--- src/rtl/alu_stage_seq_if.sv ---
// Request/result bundle between the multicycle control FSM and the registered execute-stage ALU.
interface alu_stage_seq_if #(
  parameter int WIDTH = 32
);
  logic             In_valid;
  logic             In_ready;
  logic [WIDTH-1:0] RF_A;
  logic [WIDTH-1:0] RF_B;
  logic [WIDTH-1:0] Immed;
  logic             ALU_Bin_sel;
  logic [WIDTH-1:0] lui_out;
  logic             lui;
  logic [3:0]       ALU_func;
  logic [WIDTH-1:0] ALU_out;
  logic             Zero;
  logic             Ovf;
  logic             Out_valid;
  logic             Busy;

  modport master (
    output In_valid, RF_A, RF_B, Immed, ALU_Bin_sel, lui_out, lui, ALU_func,
    input  In_ready, ALU_out, Zero, Ovf, Out_valid, Busy
  );

  modport slave (
    input  In_valid, RF_A, RF_B, Immed, ALU_Bin_sel, lui_out, lui, ALU_func,
    output In_ready, ALU_out, Zero, Ovf, Out_valid, Busy
  );
endinterface

--- src/rtl/alu_stage_seq.sv ---
// Registered execute-stage ALU: single-op latency 1, MULU latency WIDTH (shift-add, one bit per clock).
// In_ready drops while a multiply runs; requests seen while busy are dropped, not queued.
module alu_stage_seq #(
  parameter int WIDTH = 32,
  parameter int CNT_W = 6
) (
  input  logic          Clk,
  input  logic          Reset,
  alu_stage_seq_if.slave bus
);
  localparam logic [3:0] F_ADD  = 4'b0000;
  localparam logic [3:0] F_SUB  = 4'b0001;
  localparam logic [3:0] F_AND  = 4'b0010;
  localparam logic [3:0] F_OR   = 4'b0011;
  localparam logic [3:0] F_NOT  = 4'b0100;
  localparam logic [3:0] F_NAND = 4'b0101;
  localparam logic [3:0] F_NOR  = 4'b0110;
  localparam logic [3:0] F_MULU = 4'b0111;
  localparam logic [3:0] F_SRA  = 4'b1000;
  localparam logic [3:0] F_SLL  = 4'b1001;
  localparam logic [3:0] F_SRL  = 4'b1010;
  localparam logic [3:0] F_ROL  = 4'b1100;
  localparam logic [3:0] F_ROR  = 4'b1101;

  typedef enum logic {IDLE, MUL} state_t;

  state_t           state_q, state_d;
  logic [WIDTH-1:0] mcand_q, mplr_q, acc_q;
  logic [CNT_W-1:0] cnt_q;

  logic             accept, is_mulu, mul_last;
  logic [WIDTH-1:0] a, opb, sum, diff, res, acc_add;
  logic             res_ovf;

  assign a        = bus.RF_A;
  assign opb      = bus.lui ? bus.lui_out : (bus.ALU_Bin_sel ? bus.Immed : bus.RF_B);
  assign sum      = a + opb;
  assign diff     = a - opb;
  assign is_mulu  = (bus.ALU_func == F_MULU);
  assign accept   = bus.In_valid && (state_q == IDLE);
  assign mul_last = (state_q == MUL) && (cnt_q == CNT_W'(WIDTH - 1));
  assign acc_add  = acc_q + (mplr_q[0] ? mcand_q : '0);

  always_comb begin
    res     = '0;
    res_ovf = 1'b0;
    case (bus.ALU_func)
      F_ADD: begin
        res     = sum;
        res_ovf = (a[WIDTH-1] == opb[WIDTH-1]) && (sum[WIDTH-1] != a[WIDTH-1]);
      end
      F_SUB: begin
        res     = diff;
        res_ovf = (a[WIDTH-1] != opb[WIDTH-1]) && (diff[WIDTH-1] != a[WIDTH-1]);
      end
      F_AND:  res = a & opb;
      F_OR:   res = a | opb;
      F_NOT:  res = ~a;
      F_NAND: res = ~(a & opb);
      F_NOR:  res = ~(a | opb);
      F_SRA:  res = {a[WIDTH-1], a[WIDTH-1:1]};
      F_SLL:  res = {a[WIDTH-2:0], 1'b0};
      F_SRL:  res = {1'b0, a[WIDTH-1:1]};
      F_ROL:  res = {a[WIDTH-2:0], a[WIDTH-1]};
      F_ROR:  res = {a[0], a[WIDTH-1:1]};
      default: begin
        res     = '0;
        res_ovf = 1'b0;
      end
    endcase
  end

  always_ff @(posedge Clk) begin
    if (Reset) state_q <= IDLE;
    else       state_q <= state_d;
  end

  always_comb begin
    state_d = state_q;
    case (state_q)
      IDLE:    if (accept && is_mulu) state_d = MUL;
      MUL:     if (mul_last)          state_d = IDLE;
      default:                        state_d = IDLE;
    endcase
  end

  always_comb begin
    bus.Busy     = (state_q == MUL);
    bus.In_ready = (state_q == IDLE);
  end

  // The final iteration's sum is written straight to ALU_out so completion lands on edge N+WIDTH.
  always_ff @(posedge Clk) begin
    if (Reset) begin
      bus.ALU_out   <= '0;
      bus.Zero      <= 1'b1;
      bus.Ovf       <= 1'b0;
      bus.Out_valid <= 1'b0;
      mcand_q       <= '0;
      mplr_q        <= '0;
      acc_q         <= '0;
      cnt_q         <= '0;
    end else begin
      bus.Out_valid <= 1'b0;
      if (accept) begin
        if (is_mulu) begin
          mcand_q <= a;
          mplr_q  <= opb;
          acc_q   <= '0;
          cnt_q   <= '0;
        end else begin
          bus.ALU_out   <= res;
          bus.Zero      <= (res == '0);
          bus.Ovf       <= res_ovf;
          bus.Out_valid <= 1'b1;
        end
      end else if (state_q == MUL) begin
        acc_q   <= acc_add;
        mcand_q <= {mcand_q[WIDTH-2:0], 1'b0};
        mplr_q  <= {1'b0, mplr_q[WIDTH-1:1]};
        cnt_q   <= cnt_q + CNT_W'(1);
        if (mul_last) begin
          bus.ALU_out   <= acc_add;
          bus.Zero      <= (acc_add == '0);
          bus.Ovf       <= 1'b0;
          bus.Out_valid <= 1'b1;
        end
      end
    end
  end
endmodule

--- src/flat_wrapper.sv ---
// flat-port wrapper written by rule: the top's interface ports become plain ports
module alu_stage_seq_flat 
#(
  parameter int WIDTH = 32,
  parameter int CNT_W = 6
)
  (Clk, Reset, bus_In_valid, bus_RF_A, bus_RF_B, bus_Immed, bus_ALU_Bin_sel, bus_lui_out, bus_lui, bus_ALU_func, bus_In_ready, bus_ALU_out, bus_Zero, bus_Ovf, bus_Out_valid, bus_Busy);
  alu_stage_seq_if #(.WIDTH(WIDTH)) bus_i ();
  input  logic Clk;
  input  logic Reset;
  input wire logic [$bits(bus_i.In_valid)-1:0] bus_In_valid;
  input wire logic [$bits(bus_i.RF_A)-1:0] bus_RF_A;
  input wire logic [$bits(bus_i.RF_B)-1:0] bus_RF_B;
  input wire logic [$bits(bus_i.Immed)-1:0] bus_Immed;
  input wire logic [$bits(bus_i.ALU_Bin_sel)-1:0] bus_ALU_Bin_sel;
  input wire logic [$bits(bus_i.lui_out)-1:0] bus_lui_out;
  input wire logic [$bits(bus_i.lui)-1:0] bus_lui;
  input wire logic [$bits(bus_i.ALU_func)-1:0] bus_ALU_func;
  output wire logic [$bits(bus_i.In_ready)-1:0] bus_In_ready;
  output wire logic [$bits(bus_i.ALU_out)-1:0] bus_ALU_out;
  output wire logic [$bits(bus_i.Zero)-1:0] bus_Zero;
  output wire logic [$bits(bus_i.Ovf)-1:0] bus_Ovf;
  output wire logic [$bits(bus_i.Out_valid)-1:0] bus_Out_valid;
  output wire logic [$bits(bus_i.Busy)-1:0] bus_Busy;
  assign bus_i.In_valid = bus_In_valid;
  assign bus_i.RF_A = bus_RF_A;
  assign bus_i.RF_B = bus_RF_B;
  assign bus_i.Immed = bus_Immed;
  assign bus_i.ALU_Bin_sel = bus_ALU_Bin_sel;
  assign bus_i.lui_out = bus_lui_out;
  assign bus_i.lui = bus_lui;
  assign bus_i.ALU_func = bus_ALU_func;
  assign bus_In_ready = bus_i.In_ready;
  assign bus_ALU_out = bus_i.ALU_out;
  assign bus_Zero = bus_i.Zero;
  assign bus_Ovf = bus_i.Ovf;
  assign bus_Out_valid = bus_i.Out_valid;
  assign bus_Busy = bus_i.Busy;
  alu_stage_seq #(.WIDTH(WIDTH), .CNT_W(CNT_W)) u_core (.Clk(Clk), .Reset(Reset), .bus(bus_i));
endmodule
--- config.mk ---
export PLATFORM = sky130hd
export DESIGN_NAME = alu_stage_seq_flat
export DESIGN_NICKNAME = d
export VERILOG_FILES = /design/src/rtl/alu_stage_seq_if.sv /design/src/rtl/alu_stage_seq.sv /design/src/flat_wrapper.sv
export SDC_FILE = /design/constraint.sdc
export NUM_CORES = 1
export LEC_CHECK = 0
export BUFFER_PORTS_ARGS = -buffer_cell sky130_fd_sc_hd__buf_2
export CORE_UTILIZATION = 30
export CTS_BUF_LIST = sky130_fd_sc_hd__clkbuf_2
export DETAILED_ROUTE_END_ITERATION = 7
export SLEW_MARGIN = 20
export SYNTH_ARGS = -nofsm -noshare
export SYNTH_HDL_FRONTEND = slang
export SYNTH_SLANG_ARGS = --single-unit
--- constraint.sdc ---
create_clock -name Clk -period 7.2 [get_ports Clk]
set_input_delay 0.36 -clock Clk [delete_from_list [all_inputs] [get_ports Clk]]
set_output_delay 0.36 -clock Clk [all_outputs]
set_load 0.05 [all_outputs]
==> results by group <==
Min path
  • WHS Path Cells: 5
  • Hold WC Path Type: in2reg

Logic synthesis
  • Top cell type by total area after synthesis: dfxtp_1
  • Top post-synthesis cells by area: dfxtp_1, ha_1, nand2_1
  • Top cells by count, synth: nand2_1, nor2_1, a21oi_1
  • Post-synthesis cell area: 15000 um2
  • Top_reg_cell synth: dfxtp_1
  • Post-synth EDFFs: 0
  • Top cell type's share of synthesized area: approximately 18%
  • Synth cell types: 90
  • Syn Nets: between 2000 and 2500
  • Fraction of registers with async set or reset after synthesis: 0%
  • Count leader, synth: nand2_1
  • Synth Area per Inst: 7.11 um2
  • Sequential-to-total area share from yosys stat: ~18%
  • Yosys warns: 0
  • Mapped Cells: 2109
  • #FFs+latches synth: roughly 140

Global route
  • GR Util All Layers: 26.9%
  • Initial antenna violation count: 2
  • Gr ovfl total: 0
  • First-pass GRT wire length: around 100 mm
  • Vias in the first global route: between 15000 and 20000
  • Largest net degree at the start of global routing: 91

Timing
  • Max Clk Rate: 180 MHz
  • Final Hold Vio Count: 0
  • Least-Margin Pin Slew: roughly 1200 ps
  • Slew Viols, Final: 0
  • Setup TNS: 0 ps
  • Crit path time final: 5560 ps
  • Final setup viols: 0
  • Period Utilization, post-route: 77.2%
  • Max_slew headroom: 18.9%
  • Clock skew: between 30 and 40 ps
  • Unrepaired setup endpoints after global routing: false
  • Final hold slack: 54.1 ps

Power
  • Cell Pwr Density: 143 nW/um2
  • Clk network pwr share: approximately a fifth
  • Int Pwr: 1.33 mW
  • Register share of total power: 33.2%
  • Switching Fraction: around 46%
  • Switch Pwr: between 1 and 1.5 mW
  • Logic pwr share: 46.2%
  • Lkg Pwr: 7.31 nW
  • Maximum vdd drop: 94.7 uV

Placed design
  • RePlAce Congestion: 1.00
  • Final HPWL DP: 53.7 mm
  • Cells after DPL: 2852
  • Buffers added on ports: approximately 170

Final layout
  • Final Non-Filler Cells: 2919
  • Nets@finish: between 2000 and 3000
  • Area growth syn-to-layout: 14.4%
  • Share of layout cells above drive strength 1: between 10 and 15%

Floorplanning
  • Die height: 226 um
  • Starting Density: 30.5%
  • Die width: 226 um
  • Die ar.: 50900 um2
  • Core Region: roughly 50000 um2
  • Ports: 174
  • Site row count: 81

Clocking
  • CTS buffer count: 17
  • CTS-repair resized insts: 0
  • Max clock buf depth: 2
  • Clk_lat worst skew: 830 ps
  • TritonCTS Sinks: 138
  • Max H-tree Level: 4
  • Worst-path clk slew: approximately 250 ps
  • Postcts setup bufs: 0
  • Cts hold-fix bufs: 34
  • CTS Root Cell: clkbuf_2
  • CTS tree: done

Critical path
  • Arrival @ worst endpoint: 6320 ps
  • Worst-path fanout max: 16
  • Startpoint Class: input port
  • Worst Setup End Kind: flop
  • R2R cell count: 14
  • CP required: 7960 ps
  • Crit path kind: in2reg

Drt
  • Total number of vias: about 17000
  • Initial drt markers: 2021
  • DR vias/cell: 5.96
  • WL per Instance: 23.8 um
  • Antenna-violating nets left: 0
  • Final WL: 69.6 mm
  • Router iterations before antenna repair: 6
  • DRC viols: 0

Flow run
  • MaxCap Viol Count: 0

Run status
  • Status: finished, final reports clean
-- registers in the layout, summed over array words and instances (netlist names) --
signal                cells
u_core.bus.Zero           1
u_core.bus.Out_valid      1
u_core.mplr_q            32
u_core.cnt_q              6
u_core.bus.Ovf            1
u_core.mcand_q           32
u_core.acc_q             32
u_core.bus.Busy           1
u_core.bus.ALU_out       32
-- power by group through the flow --
stage	clock, mW	sequential (mW)	combinational [mW]
5_1_grt	0.552	0.817	1.20
3_3_place_gp	0	0.826	1.08
3_5_place_dp	0	0.827	1.08
6_report	0.506	0.812	1.13
4_1_cts	0.514	0.812	1.10
2_1_floorplan	0	0.878	0.622
-- final timing paths --
check,slack (ps),end,start
worst max-delay path,1640,u_core.bus.Zero,bus_ALU_Bin_sel
worst min-delay path,50,u_core.mplr_q[2],bus_lui_out[2]
worst max register to register,1840,u_core.bus.Zero,u_core.mplr_q[0]
worst min register to register,470,u_core.bus.ALU_out[2],u_core.bus.ALU_out[2]
-- critical path, cell delays in order --
cell	delay [ps]
buf_2	370
buf_4	300
mux2i_1	110
o21ai_0	480
inv_1	140
ha_1	520
and2_0	390
nand3_1	180
o311ai_1	380
buf_4	220
o22ai_1	80
o31ai_1	700
nand4b_1	270
or4_1	440
or4b_1	590
or4_1	570
o31ai_2	220
-- per-layer routing --
layer	share of wire, %	GRT usage [%]	vias to the layer above
li1	-	-	7999
met1	43	36.1	8265
met2	43	41.7	970
met3	9.2	5.13	151
met4	4.7	12.0	0
met5	0	0	-
-- cells in the final DEF, fill, tap and decap left out, drive strengths merged, types with 33 or more instances in the layout --
| cell | count |
|---|---|
| nand2 | 268 |
| buf | 225 |
| nor2 | 222 |
| a21oi | 162 |
| ha | 148 |
| dfxtp | 138 |
| o21ai | 117 |
| inv | 112 |
| a311oi | 60 |
| nand3 | 52 |
| mux2i | 47 |
| and2 | 44 |
| nor3 | 42 |
| a211oi | 41 |
| dlygate4sd3 | 34 |
| a22oi | 33 |
-- through the flow --
step	power, mW	setup slack [ps]	utilization (%)	area (um2)
finish	2.45	1640	34.9	17200
global route	2.57	1350	34.9	17200
CTS	2.42	1690	34.9	17100
detailed placement	1.91	781	33.7	16600
global placement	1.90	940	33.7	16600
floorplan	1.50	1770	-	15000
-- area by class of cell --
cell class	instances	area (um2)
clock buffers	17	85.1
well taps	664	831
repair buffers	259	1610
multi-input cells	1719	11300
flip-flops and latches	138	2760
clock inverters	14	163
diodes	1	2.50
fillers	5289	32000
inverters	107	402
-- cells by family (layout without fill, tap and decap cells) --
group / count (synthesis) / count (layout) / synth area share [%]
mux: 58 / 58 / 3.96
other cells: 0 / 1 / 0
simple gates: 788 / 788 / 24.7
compound gates: 682 / 682 / 31.4
fa+ha+maj: 151 / 151 / 12.7
buf+inv: 252 / 397 / 6.45
flops: 138 / 138 / 18.4
xor+xnor: 40 / 40 / 2.33
Power figures use the tool's default switching activity.
